[config.mk]
export PLATFORM = sky130hd
export DESIGN_NAME = v_safe_fsm_input_cond_flat
export DESIGN_NICKNAME = d
export VERILOG_FILES = /design/src/rtl/v_safe_fsm_input_cond_pkg.sv /design/src/rtl/v_safe_fsm_input_cond_if.sv /design/src/rtl/v_safe_fsm_db_bit.sv /design/src/rtl/v_safe_fsm_input_cond.sv /design/src/flat_wrapper.sv
export SDC_FILE = /design/constraint.sdc
export NUM_CORES = 1
export LEC_CHECK = 0
export CAP_MARGIN = 20
export CORE_MARGIN = 4
export CORE_UTILIZATION = 30
export DETAILED_ROUTE_END_ITERATION = 16
export PLACE_DENSITY = 0.55
export SETUP_SLACK_MARGIN = 0.3
export SYNTH_ARGS = -nofsm -noshare
export SYNTH_HDL_FRONTEND = slang
export SYNTH_SLANG_ARGS = --single-unit
[constraint.sdc]
create_clock -name clk -period 3.6 [get_ports clk]
set_input_delay 0.72 -clock clk [delete_from_list [all_inputs] [get_ports clk]]
set_output_delay 0.72 -clock clk [all_outputs]
set_load 0.03 [all_outputs]
[src/rtl/v_safe_fsm_input_cond_pkg.sv]
// Shared types and constants for the safe FSM input conditioning stage.
// Holds the one-hot data FSM encodings and the counter width.
package v_safe_fsm_input_cond_pkg;

  localparam int unsigned CNT_W = 4;

  // The recovery state is the target of every illegal encoding.
  localparam logic [2:0] SAFE_RECOVERY_STATE = 3'b100;

  typedef enum logic [2:0] {
    StIdle    = 3'b001,
    StHold    = 3'b010,
    StRecover = SAFE_RECOVERY_STATE
  } state_e;

endpackage

[src/rtl/v_safe_fsm_input_cond_if.sv]
// Valid/ready data source handshake feeding the conditioning stage.
interface v_safe_fsm_input_cond_if;
  logic [3:0] d_in;
  logic       d_valid;
  logic       d_ready;

  modport master (output d_in, output d_valid, input d_ready);
  modport slave  (input d_in, input d_valid, output d_ready);
endinterface

[src/rtl/v_safe_fsm_db_bit.sv]
// Single-bit synchroniser followed by a mismatch-count debouncer.
module v_safe_fsm_db_bit
  import v_safe_fsm_input_cond_pkg::*;
#(
  parameter int unsigned SYNC_STAGES = 2,
  parameter int unsigned DB_CYCLES   = 4
) (
  input  logic clk,
  input  logic rst,
  input  logic i_raw,
  output logic o_c
);

  logic [SYNC_STAGES-1:0] r_sync;
  logic [CNT_W-1:0]       r_cnt;
  logic                   r_c;
  logic                   w_s;

  assign w_s = r_sync[SYNC_STAGES-1];
  assign o_c = r_c;

  always_ff @(posedge clk) begin
    if (rst) begin
      r_sync <= '0;
    end else begin
      r_sync <= {r_sync[SYNC_STAGES-2:0], i_raw};
    end
  end

  // c only moves after DB_CYCLES consecutive disagreeing samples.
  always_ff @(posedge clk) begin
    if (rst) begin
      r_cnt <= '0;
      r_c   <= 1'b0;
    end else if (w_s == r_c) begin
      r_cnt <= '0;
    end else if (r_cnt == CNT_W'(DB_CYCLES - 1)) begin
      r_c   <= w_s;
      r_cnt <= '0;
    end else begin
      r_cnt <= r_cnt + CNT_W'(1);
    end
  end

endmodule

[src/rtl/v_safe_fsm_input_cond.sv]
// Conditions c/d inputs for the one-hot safe control FSM: debounced controls plus a
// held data word accepted by a one-hot FSM with a recovery state.
module v_safe_fsm_input_cond
  import v_safe_fsm_input_cond_pkg::*;
#(
  parameter int unsigned SYNC_STAGES = 2,
  parameter int unsigned DB_CYCLES   = 4,
  parameter int unsigned HOLD_CYCLES = 3
) (
  input  logic                           clk,
  input  logic                           rst,
  input  logic [3:0]                     i_c_raw,
  v_safe_fsm_input_cond_if.slave         io_src,
  output logic [3:0]                     o_c,
  output logic [3:0]                     o_d,
  output logic                           o_d_upd,
  output logic                           o_err
);

  for (genvar gi = 0; gi < 4; gi++) begin : g_bit
    v_safe_fsm_db_bit #(
      .SYNC_STAGES (SYNC_STAGES),
      .DB_CYCLES   (DB_CYCLES)
    ) u_db (
      .clk   (clk),
      .rst   (rst),
      .i_raw (i_c_raw[gi]),
      .o_c   (o_c[gi])
    );
  end

  (* fsm_encoding = "user", safe_implementation = "yes", safe_recovery_state = "100" *)
  state_e           r_state;
  state_e           w_state_nxt;
  logic [CNT_W-1:0] r_hcnt;
  logic [3:0]       r_d;
  logic             r_d_upd;
  logic             r_err;
  logic             w_accept;

  assign o_d     = r_d;
  assign o_d_upd = r_d_upd;
  assign o_err   = r_err;

  always_comb begin
    w_state_nxt    = r_state;
    w_accept       = 1'b0;
    io_src.d_ready = 1'b0;
    case (r_state)
      StIdle: begin
        io_src.d_ready = 1'b1;
        if (io_src.d_valid) begin
          w_accept    = 1'b1;
          w_state_nxt = StHold;
        end
      end
      StHold: begin
        if (r_hcnt == CNT_W'(HOLD_CYCLES - 1)) begin
          w_state_nxt = StIdle;
        end
      end
      StRecover: begin
        w_state_nxt = StIdle;
      end
      default: begin
        w_state_nxt = StRecover;
      end
    endcase
  end

  always_ff @(posedge clk) begin
    if (rst) begin
      r_state <= StIdle;
    end else begin
      r_state <= w_state_nxt;
    end
  end

  always_ff @(posedge clk) begin
    if (rst) begin
      r_hcnt  <= '0;
      r_d     <= '0;
      r_d_upd <= 1'b0;
      r_err   <= 1'b0;
    end else begin
      r_d_upd <= w_accept;
      if (w_accept) begin
        r_d    <= io_src.d_in;
        r_hcnt <= '0;
      end else if (r_state == StHold) begin
        r_hcnt <= r_hcnt + CNT_W'(1);
      end
      // Sticky flag raised on the way into recovery, visible during the recovery cycle.
      if (w_state_nxt == StRecover) begin
        r_err <= 1'b1;
      end
    end
  end

endmodule

[src/flat_wrapper.sv]
// flat-port wrapper written by rule: the top's interface ports become plain ports
module v_safe_fsm_input_cond_flat import v_safe_fsm_input_cond_pkg::*;
#(
  parameter int unsigned SYNC_STAGES = 2,
  parameter int unsigned DB_CYCLES   = 4,
  parameter int unsigned HOLD_CYCLES = 3
)
  (clk, rst, i_c_raw, o_c, o_d, o_d_upd, o_err, io_src_d_in, io_src_d_valid, io_src_d_ready);
  v_safe_fsm_input_cond_if io_src_i ();
  input  logic clk;
  input  logic rst;
  input  logic [3:0] i_c_raw;
  output logic [3:0] o_c;
  output logic [3:0] o_d;
  output logic o_d_upd;
  output logic o_err;
  input wire logic [$bits(io_src_i.d_in)-1:0] io_src_d_in;
  input wire logic [$bits(io_src_i.d_valid)-1:0] io_src_d_valid;
  output wire logic [$bits(io_src_i.d_ready)-1:0] io_src_d_ready;
  assign io_src_i.d_in = io_src_d_in;
  assign io_src_i.d_valid = io_src_d_valid;
  assign io_src_d_ready = io_src_i.d_ready;
  v_safe_fsm_input_cond #(.SYNC_STAGES(SYNC_STAGES), .DB_CYCLES(DB_CYCLES), .HOLD_CYCLES(HOLD_CYCLES)) u_core (.clk(clk), .rst(rst), .i_c_raw(i_c_raw), .io_src(io_src_i), .o_c(o_c), .o_d(o_d), .o_d_upd(o_d_upd), .o_err(o_err));
endmodule
* Yosys cells after proc, flatten, opt, wreduce, memory -nomap -nowiden
Cells that the tools add are included.
Widths: inputs -> output; s select.
** Storage, ports and cells
- Register bits :: 41
- Bits of input ports :: 11
- Output and inout bits :: 11
- Word-level logic and storage cells :: 54
** Operators by class
- $add $sub $neg :: 5
- Equal/unequal tests :: 13
- Mux-type cells :: 6
- Bitwise operators :: 4
- Reduce and logical (&&, ||, !) cells :: 9
** Operators with widths (count)
- $add 4x1->4 const B :: 5
- $eq 4x2->1 const B :: 5
- $reduce_or 3->1 :: 4
- $pmux 3 s3 :: 1
- $reduce_and 2->1 :: 4
- $eq 3x3->1 const B :: 2
- $mux 3 :: 2
- $eq 1x1->1 :: 4
- $not 1->1 :: 4
- $eq 3x1->1 const B :: 1
- $eq 3x2->1 const B :: 1
- $mux 1 :: 3
- $reduce_or 2->1 :: 1

* Longest topological paths before layout
Gate-level depths: netlist (run 1).
- Depth after elaboration :: 4
- Gate-level depth with buffers :: 5
- Depth with buffers taken out :: 5

* Hierarchy
A second synthesis (run 1) with hierarchy kept.
** Second synthesis, totals
- Cells, all modules :: 152
- Area total of the unflattened synthesis :: 1569.0 um2
** Modules (own cells, without submodules)
- v_safe_fsm_db_bit :: times used 4, cells an instance 23, area an instance 247.7 um2, sequential area each 140.1 um2
- v_safe_fsm_input_cond :: times used 1, cells an instance 60, area an instance 578.1 um2, sequential area each 260.2 um2

* Worst setup path before layout (run 1)
Ideal clock, no wire load.
- Path kind :: flip-flop to output port
- From :: register u_core.r_state[1]
- To :: output port io_src_d_ready
- Data arrival time :: 0.904 ns
- Data required time :: 2.880 ns
- Path slack :: 1.976 ns
- Stages on the path, launching flop included :: 3
- Path buffers :: 0
- Path through :: dfxtp_1 -> nand2b_1 -> nor2_1
** Between the ends
- Longest elaborated chain between the ends :: 2
** RTL lines
- start, declared :: line v_safe_fsm_input_cond.sv:33 : state_e r_state;
- start signal, assigned :: line v_safe_fsm_input_cond.sv:73 : r_state <= StIdle;
- start signal, assigned :: line v_safe_fsm_input_cond.sv:75 : r_state <= w_state_nxt;
- $eq 3x1->1 :: line v_safe_fsm_input_cond.sv:49 : case (r_state)
- $mux 1 :: line v_safe_fsm_input_cond.sv:49
- end, declared :: line flat_wrapper.sv:19 : output wire logic [$bits(io_src_i.d_ready)-1:0] io_src_d_ready;
Every way passes these cells.

* Worst setup path in the final report (run 1)
- From :: register u_core.r_state[0]
- To :: output port io_src_d_ready
The elaborated chain is that of the path after synthesis.

==> results of run 1 <==
worst max-delay path, delay by kind of cell (launching register included):
kind / cells / cell delay [ns]
buffers and inverters: 1 / 0.69
flip-flops: 1 / 0.45
AND/OR/NAND/NOR: 2 / 0.26
area by class of cell:
class	count	area (sq um)	area share
clock inverters	2	35.03	0.01812
clock buffers	5	68.82	0.03560
flip-flops and latches	41	820.8	0.4246
repair buffers	22	217.7	0.1126
multi-input cells	101	680.7	0.3521
inverters	6	22.52	0.01165
well taps	70	87.58	0.04531
Yosys cell counts (2+ instances only):
cell / count
o21ai_0: 2
buf_4: 4
nor3b_1: 5
ha_1: 6
clkbuf_1: 3
nor2b_1: 8
a211oi_1: 2
xnor2_1: 9
dfxtp_1: 41
a21oi_1: 3
nor2_1: 28
mux2i_1: 8
inv_1: 6
nand2_1: 2
nand3_1: 5
nand2b_1: 3
xor2_1: 4
and4bb_2: 2
or3_1: 5
power groups by stage:
stage / clock [mW] / sequential [mW] / combinational (mW)
5_1_grt: 0.378 / 0.490 / 0.105
3_5_place_dp: 0 / 0.497 / 0.0972
3_3_place_gp: 0 / 0.497 / 0.0950
6_report: 0.347 / 0.488 / 0.0966
2_1_floorplan: 0 / 0.505 / 0.0520
4_1_cts: 0.361 / 0.487 / 0.0979
layer usage:
metal  vias to the layer above  global-route usage  share of wire
met5                         -                   0              0
met4                         0             0.05574          0.024
met3                         6             0.03475          0.052
li1                        549                   -              -
met1                       502             0.09589           0.44
met2                        27              0.1680           0.49
logic make-up (layout without fill, tap and decap cells):
group | after synthesis | in the layout | share of synthesized area
flip-flops | 41 | 41 | 0.5206
AO/OA/AOI/OAI | 10 | 10 | 0.04206
AND/OR/NAND/NOR | 64 | 64 | 0.2191
adder cells (fa/ha/maj) | 6 | 6 | 0.04762
multiplexers | 8 | 8 | 0.05080
buffers and inverters | 14 | 35 | 0.04762
XOR/XNOR | 13 | 13 | 0.07222
metrics by stage:
step,worst slack [ns],cells
5_1_grt,1.063,247
3_3_place_gp,1.412,240
4_1_cts,1.183,247
6_report,1.194,247
3_5_place_dp,1.357,240
2_1_floorplan,1.976,156
registers in the layout (all words and copies together), names as in the netlist:
signal and cells:
u_core.g_bit.u_db.o_c 4, u_core.g_bit.u_db.r_cnt 16, u_core.g_bit.u_db.r_sync 8, u_core.o_d 4, u_core.o_d_upd 1, u_core.o_err 1
u_core.r_hcnt 4, u_core.r_state 3
worst max path at each step:
stage,from,to,slack (ns),depth (start not counted)
floorplan,u_core.r_state[1],io_src_d_ready,1.98,2
detailed placement,rst,u_core.r_hcnt[2],1.36,5
finish,u_core.r_state[0],io_src_d_ready,1.19,3
global placement,rst,u_core.r_hcnt[2],1.41,5
CTS,u_core.r_state[0],io_src_d_ready,1.18,3
global route,u_core.r_state[0],io_src_d_ready,1.06,3
==> key figures, run 1 <==
Cells and area
  – Final Core Density: 0.3785
  – Most frequent cells in the layout: dfxtp_1 (41), nor2_1 (28), clkdlybuf4s50_1 (21)
  – Final Cell Area: 1933 sq um
  – Diode count: 0
  – Nets@finish: 194
  – Fill count: 532
  – Layout area overhead: 22.62%
  – Most common cell after layout, fill and taps aside: dfxtp_1
  – Layout cell share with drive strength beyond 1: 0.07910

Worst setup path
  – FF-to-FF path depth: 5
  – Flop2flop setup slack: 2.08 ns
  – Endpoint type of the worst setup path: output port
  – Critical path data arrival time: 1.69 ns
  – Slowest stage delay, CP: 0.69 ns
  – Worst Path Max Fanout: 8
  – Req. time, crit path: 2.88 ns
  – Crit start category: flip-flop
  – Worst flop-to-flop path startpoint: u_core.r_hcnt[0]
  – Crit-path cells: nand2b_1, nor2_1, clkdlybuf4s50_1
  – Worst path slowest cell: clkdlybuf4s50_1
  – Reg-to-Reg End: u_core.r_state[0]
  – Crit Path Class: flip-flop to output port

STA
  – Fmax achieved: 415.7 MHz
  – Max Slew Vio Count: 0
  – Final period utilization: 0.6682
  – Final Hold Viols: 0
  – Setup TNS: 0 ns
  – Normalized max-slew margin: 0.6606
  – Final setup violation count: 0
  – RSZ-0062 raised after global routing: false
  – Worst Max-Slew Pin Slew: 0.5038 ns
  – Max Clock Skew: 0.006547 ns
  – Crit path time final: 2.406 ns
  – Hold WS: 0.4436 ns

Yosys
  – Ys flop type: dfxtp_1
  – Syn nets: 173
  – Register area share after synthesis: 0.5206
  – Number of flops mapped to enable cells by yosys: 0
  – Synth cell types: 29
  – Mapped Cells: 156
  – Asr flop ratio synth: 0
  – Ys Warns: 0
  – Synth area leaders: dfxtp_1 (52%), nor2_1 (6.7%), mux2i_1 (5.1%), xnor2_1 (5.0%), ha_1 (4.8%)
  – Dominant cell type by area after synthesis: dfxtp_1
  – #FFs+latches synth: 41
  – Cell Area, Synth: 1577 sq um
  – Mapped Avg Cell Area: 10.11 sq um
  – Post-synth top area share: 0.5206

Floorplanning
  – Core Area: 5107 sq um
  – Die height: 80.49 um
  – Starting Density: 0.3087
  – Chip width: 80.49 um
  – FP Rows: 26
  – Io pins: 22
  – Die area: 6479 sq um

CTS
  – Clk Latency, worst-skew pair: 0.29 ns
  – CTS Root Buffer Type: clkbuf_8
  – CTS Sinks: 41
  – CTS H-tree depth: 2
  – CTS Hold Buffers Added: 0
  – Worst-path clk slew: 0.08 ns
  – Post_cts resized: 0
  – Inserted Clock Buffers: 5
  – CTS tree: built
  – Setup bufs post-CTS: 0
  – Longest Clk Path Bufs: 2

Placement
  – Area after DPL: 1829 sq um
  – PortBufs: 21
  – Routability Congestion: 0.6733
  – Hpwl dp: 2002 um

Global routing
  – Largest net degree at the start of global routing: 14
  – Vias in the first global route: 1120
  – Total GRT Usage: 0.09550
  – Global-route wire length before repair: 4733 um
  – Initial antenna violation count: 0
  – Overflow after GRT: 0

Routing
  – DR iter-0 viols: 19
  – WL per Instance: 10.85 um
  – DRC viols: 0
  – TritonRoute pass-1 iters: 4
  – Drt total wl: 2681 um
  – Vias per Instance: 4.389
  – Routed Antenna Nets: 0
  – Detailed-route via count: 1084

Status
  – Status: finished, final reports clean

Worst hold path
  – Hold Path Stages: 1
  – Worst Hold End: u_core.g_bit[2].u_db.r_sync[1]
  – HP Start: u_core.g_bit[2].u_db.r_sync[0]
  – Hold Path Class: flip-flop to flip-flop

Power and ir drop
  – Switching share of power: 0.2257
  – P_int: 0.7211 mW
  – Power consumption: 0.9313 mW
  – Combinational group share of total power: 0.104
  – Psw: 0.2102 mW
  – P_leak: 0.6993 nW
  – Clock network fraction of design power: 0.373
  – Seq pwr share: 0.524
  – Worst VDD drop: 0.2013 mV
  – Pwr/cell area: 481.8 nW/um^2

Job
  – Max Cap Viol: 0
Note: power is estimated with default switching activity, not from simulation.
==> run 2, diff against run 1 <==
Clock period 3.6 ns to 2.5 ns, I/O delays scaled along.
==> run 2 against run 1 <==
  * Die area unchanged
  * Via count decreased by 3.3%
  * Final cell count increased by 0.40%
  * Sequential share of layout area decreased by 0.78 points
  * Critical endpoint is now o_c[0]
  * Setup slack got worse by 0.56 ns
  * Highest routed layer unchanged
==> key figures, run 2 (synthesized netlist as in run 1, its figures left out) <==
Power and ir drop
  – Seq pwr share: 0.475
  – Clock network fraction of design power: 0.432
  – Pwr/cell area: 749.6 nW/um^2
  – Combinational group share of total power: 0.093
  – P_int: 1.149 mW
  – P_leak: 0.7248 nW
  – Switching share of power: 0.2214
  – Worst VDD drop: 0.4861 mV
  – Power consumption: 1.476 mW
  – Psw: 0.3269 mW

STA
  – Setup TNS: 0 ns
  – Max Clock Skew: 0.005259 ns
  – Final Hold Viols: 0
  – Crit path time final: 1.869 ns
  – Fmax achieved: 535.0 MHz
  – RSZ-0062 raised after global routing: false
  – Max Slew Vio Count: 0
  – Worst Max-Slew Pin Slew: 0.4606 ns
  – Final setup violation count: 0
  – Normalized max-slew margin: 0.6897
  – Final period utilization: 0.7477

Global routing
  – Global-route wire length before repair: 4754 um
  – Initial antenna violation count: 0
  – Overflow after GRT: 0
  – Largest net degree at the start of global routing: 15
  – Total GRT Usage: 0.09380
  – Vias in the first global route: 1131

CTS
  – CTS tree: built
  – CTS Hold Buffers Added: 0
  – Longest Clk Path Bufs: 2
  – Setup bufs post-CTS: 0
  – Inserted Clock Buffers: 5
  – CTS H-tree depth: 2
  – Clk Latency, worst-skew pair: 0.29 ns
  – Worst-path clk slew: 0.08 ns
  – Post_cts resized: 0
  – CTS Root Buffer Type: clkbuf_8
  – CTS Sinks: 41

Worst setup path
  – Crit-path cells: clkdlybuf4s50_1
  – Worst path slowest cell: clkdlybuf4s50_1
  – Endpoint type of the worst setup path: output port
  – Crit Path Class: flip-flop to output port
  – Crit start category: flip-flop
  – Req. time, crit path: 2.00 ns
  – Slowest stage delay, CP: 0.69 ns
  – WP buf/inv: 1
  – Critical path data arrival time: 1.37 ns
  – Worst Path Max Fanout: 3
  – Flop2flop setup slack: 0.99 ns
  – Cell family with most CP delay: buffers and inverters

Job
  – Max Cap Viol: 0

Routing
  – Routed Antenna Nets: 0
  – Vias per Instance: 4.226
  – DRC viols: 0
  – Drt total wl: 2638 um
  – TritonRoute pass-1 iters: 3
  – DR iter-0 viols: 26
  – Detailed-route via count: 1048
  – WL per Instance: 10.64 um

Cells and area
  – Biggest regs: u_core.g_bit.u_db.r_cnt: 16 flops, u_core.g_bit.u_db.r_sync: 8 flops
  – Nets@finish: 194
  – Layout cell share with drive strength beyond 1: 0.08427
  – Fin cells: 248
  – Layout area overhead: 24.92%
  – Most common cell after layout, fill and taps aside: dfxtp_1
  – Most frequent cells in the layout: dfxtp_1 (41), nor2_1 (28), clkdlybuf4s50_1 (20)
  – Largest register FFs: 16
  – Diode count: 0
  – Reg with most FFs: u_core.g_bit.u_db.r_cnt

Worst hold path
  – Hold Path Class: flip-flop to flip-flop

Floorplanning
  – Io pins: 22
  – Die height: 80.49 um
  – Starting Density: 0.3087
  – Core Area: 5107 sq um
  – Die area: 6479 sq um
  – Chip width: 80.49 um
  – FP Rows: 26

Status
  – Status: finished, final reports clean

Placement
  – PortBufs: 21
  – Routability Congestion: 0.6868
  – Placed Cells: 240
  – Hpwl dp: 1893 um
-- run 2: cell count changes in the layout (fill, tap and decap cells not counted) --
cell	previous run	this run
bufinv_16	1	2
clkdlybuf4s50_1	21	20
clkinv_2	1	0
dlymetal6s2s_1	0	1
inv_6	0	1
-- run 2: layer usage --
layer  track usage  up-vias  part of all wire
li1              -      548                 -
met1        0.1025      473              0.47
met2        0.1540       23              0.45
met3       0.04148        4             0.058
met4       0.04561        0             0.020
met5             0        -                 0
-- run 2: path summary, 6_finish.rpt --
| kind | cells after the start | to | startpoint |
|---|---|---|---|
| worst max register to register | 5 | u_core.r_state[0] | u_core.r_hcnt[0] |
| worst min register to register | 1 | u_core.g_bit[0].u_db.r_sync[1] | u_core.g_bit[0].u_db.r_sync[0] |
| worst min-delay path | 1 | u_core.g_bit[0].u_db.r_sync[1] | u_core.g_bit[0].u_db.r_sync[0] |
| worst max-delay path | 1 | o_c[0] | u_core.g_bit[0].u_db.o_c |
-- run 2: power groups by stage --
stage,Sequential [mW],Clock [mW],Combinational (mW)
floorplan,0.727,0,0.0748
global placement,0.715,0,0.137
detailed placement,0.716,0,0.139
CTS,0.702,0.657,0.140
global route,0.706,0.686,0.148
finish,0.701,0.637,0.137
-- run 2: cell type report --
type                    count  area, sq um
flip-flops and latches     41        820.8
well taps                  70        87.58
inverters                   6        22.52
clock buffers               5        68.82
repair buffers             22        220.2
fillers                   523         3138
multi-input cells         101        680.7
clock inverters             3        68.82
-- run 2: through the flow --
stage / setup WS, ns / hold WS, ns / util / instance area (sq um)
after floorplan: 1.096 / 0.4138 / - / 1577
after global placement: 0.6651 / 0.4221 / 0.3582 / 1829
after detailed placement: 0.6504 / 0.4254 / 0.3582 / 1829
after CTS: 0.3109 / 0.4393 / 0.3851 / 1967
after global routing: 0.5608 / 0.4575 / 0.3856 / 1969
final: 0.6307 / 0.4363 / 0.3856 / 1969
==> run 3, diff against run 2 <==
Clock period 2.5 ns to 1.95 ns, I/O delays scaled along.
==> run 3 against run 2 <==
  * Sequential share of layout area rose by 0.47 points
  * Final cell count did not move
  * Total power grew 27%
==> key figures, run 3 (synthesized netlist as in run 1, its figures left out) <==
STA
  – RSZ-0062 raised after global routing: false
  – Final setup violation count: 0
  – Final Hold Viols: 0
  – Setup TNS: 0 ns
  – Normalized max-slew margin: 0.6897
  – Final period utilization: 0.8003
  – Max Slew Vio Count: 0
  – Max Clock Skew: 0.005294 ns
  – Worst Max-Slew Pin Slew: 0.4606 ns
  – Fmax achieved: 640.8 MHz
  – Crit path time final: 1.561 ns

CTS
  – CTS Root Buffer Type: clkbuf_8
  – CTS H-tree depth: 2
  – CTS Sinks: 41
  – Longest Clk Path Bufs: 2
  – Clk Latency, worst-skew pair: 0.29 ns
  – CTS tree: built
  – Worst-path clk slew: 0.08 ns
  – Setup bufs post-CTS: 0
  – Inserted Clock Buffers: 5
  – CTS Hold Buffers Added: 0

Global routing
  – Largest net degree at the start of global routing: 15
  – Global-route wire length before repair: 4747 um
  – Initial antenna violation count: 0
  – Total GRT Usage: 0.09357
  – Vias in the first global route: 1131
  – Overflow after GRT: 0

Floorplanning
  – Chip width: 80.49 um
  – FP Rows: 26
  – Core Area: 5107 sq um
  – Die area: 6479 sq um
  – Starting Density: 0.3087
  – Die height: 80.49 um
  – Io pins: 22

Routing
  – TritonRoute pass-1 iters: 3
  – DRC viols: 0
  – Drt total wl: 2636 um
  – Routed Antenna Nets: 0
  – Detailed-route via count: 1047
  – DR iter-0 viols: 39
  – Vias per Instance: 4.222
  – WL per Instance: 10.63 um

Cells and area
  – Nets@finish: 194
  – Diode count: 0
  – Biggest regs: u_core.g_bit.u_db.r_cnt: 16 flops, u_core.g_bit.u_db.r_sync: 8 flops
  – Most common cell after layout, fill and taps aside: dfxtp_1
  – Largest register FFs: 16
  – Layout cell share with drive strength beyond 1: 0.09551
  – Reg with most FFs: u_core.g_bit.u_db.r_cnt
  – Most frequent cells in the layout: dfxtp_1 (40), nor2_1 (28), clkdlybuf4s50_1 (10), dlygate4sd2_1 (10), xnor2_1 (9)
  – Layout area overhead: 23.73%

Worst setup path
  – Req. time, crit path: 1.56 ns
  – Crit Path Class: flip-flop to output port
  – Critical path data arrival time: 1.17 ns
  – Endpoint type of the worst setup path: output port
  – Crit start category: flip-flop
  – Worst Path Max Fanout: 8

Job
  – Max Cap Viol: 0

Placement
  – PortBufs: 21
  – Routability Congestion: 0.6865
  – Hpwl dp: 1893 um

Power and ir drop
  – Pwr/cell area: 964.0 nW/um^2
  – Worst VDD drop: 0.6229 mV
  – Power consumption: 1.880 mW
  – P_leak: 0.7570 nW

Status
  – Status: finished, final reports clean

Worst hold path
  – Hold Path Class: flip-flop to flip-flop
-- run 3: changes by cell type in the layout (fill, tap and decap cells not counted) --
cell,change
dlymetal6s2s_1,-1
dlygate4sd2_1,+10
dfxtp_1,-1
clkdlybuf4s50_1,-10
dfxtp_2,+1
clkbuf_2,+1
-- run 3: routing by layer --
metal  global-route usage  vias to the layer above  part of all wire
li1                     -                      548                 -
met1               0.1025                      472              0.47
met2               0.1540                       23              0.45
met3              0.04036                        4             0.058
met4              0.04561                        0             0.020
met5                    0                        -                 0
-- run 3: repair_timing --
action	CTS	global route
endpoints found under the setup margin	11	1
gates resized for setup	12	2
cloned	0	0
-- run 3: cell type report --
| cell class | instances | area, sq um |
|---|---|---|
| clock buffers | 5 | 68.82 |
| multi-input cells | 101 | 680.7 |
| well taps | 70 | 87.58 |
| clock inverters | 3 | 68.82 |
| flip-flops and latches | 41 | 822.0 |
| fillers | 530 | 3157 |
| inverters | 6 | 22.52 |
| repair buffers | 22 | 200.2 |
-- run 3: worst paths after layout --
kind	start	to	slack, ns	cells past startpoint
worst max-delay path	u_core.r_state[1]	io_src_d_ready	0.39	3
worst min register to register	u_core.g_bit[0].u_db.r_sync[0]	u_core.g_bit[0].u_db.r_sync[1]	0.44	1
worst max register to register	u_core.r_hcnt[0]	u_core.r_state[0]	0.44	5
worst min-delay path	u_core.g_bit[0].u_db.r_sync[0]	u_core.g_bit[0].u_db.r_sync[1]	0.44	1
-- run 3: critical path, stage by stage, from the launching register on --
cell      delay, ns
dfxtp_1        0.37
nand2b_1       0.20
nor2_1         0.10
clkbuf_2       0.21
-- run 3: power breakdown --
part,switching [mW],internal (mW)
registers,0.0296,0.870
clock network,0.302,0.515
logic,0.0870,0.0767
total,0.419,1.46
-- run 3: metrics by stage --
step	setup slack (ns)	util	hold WS (ns)	instances	cell area, sq um
4_1_cts	0.1728	0.3827	0.4393	248	1954
2_1_floorplan	0.5677	-	0.4138	156	1577
3_3_place_gp	0.2251	0.3582	0.4221	240	1829
6_report	0.3895	0.3819	0.4362	248	1951
3_5_place_dp	0.2104	0.3582	0.4254	240	1829
5_1_grt	0.3177	0.3819	0.4575	248	1951
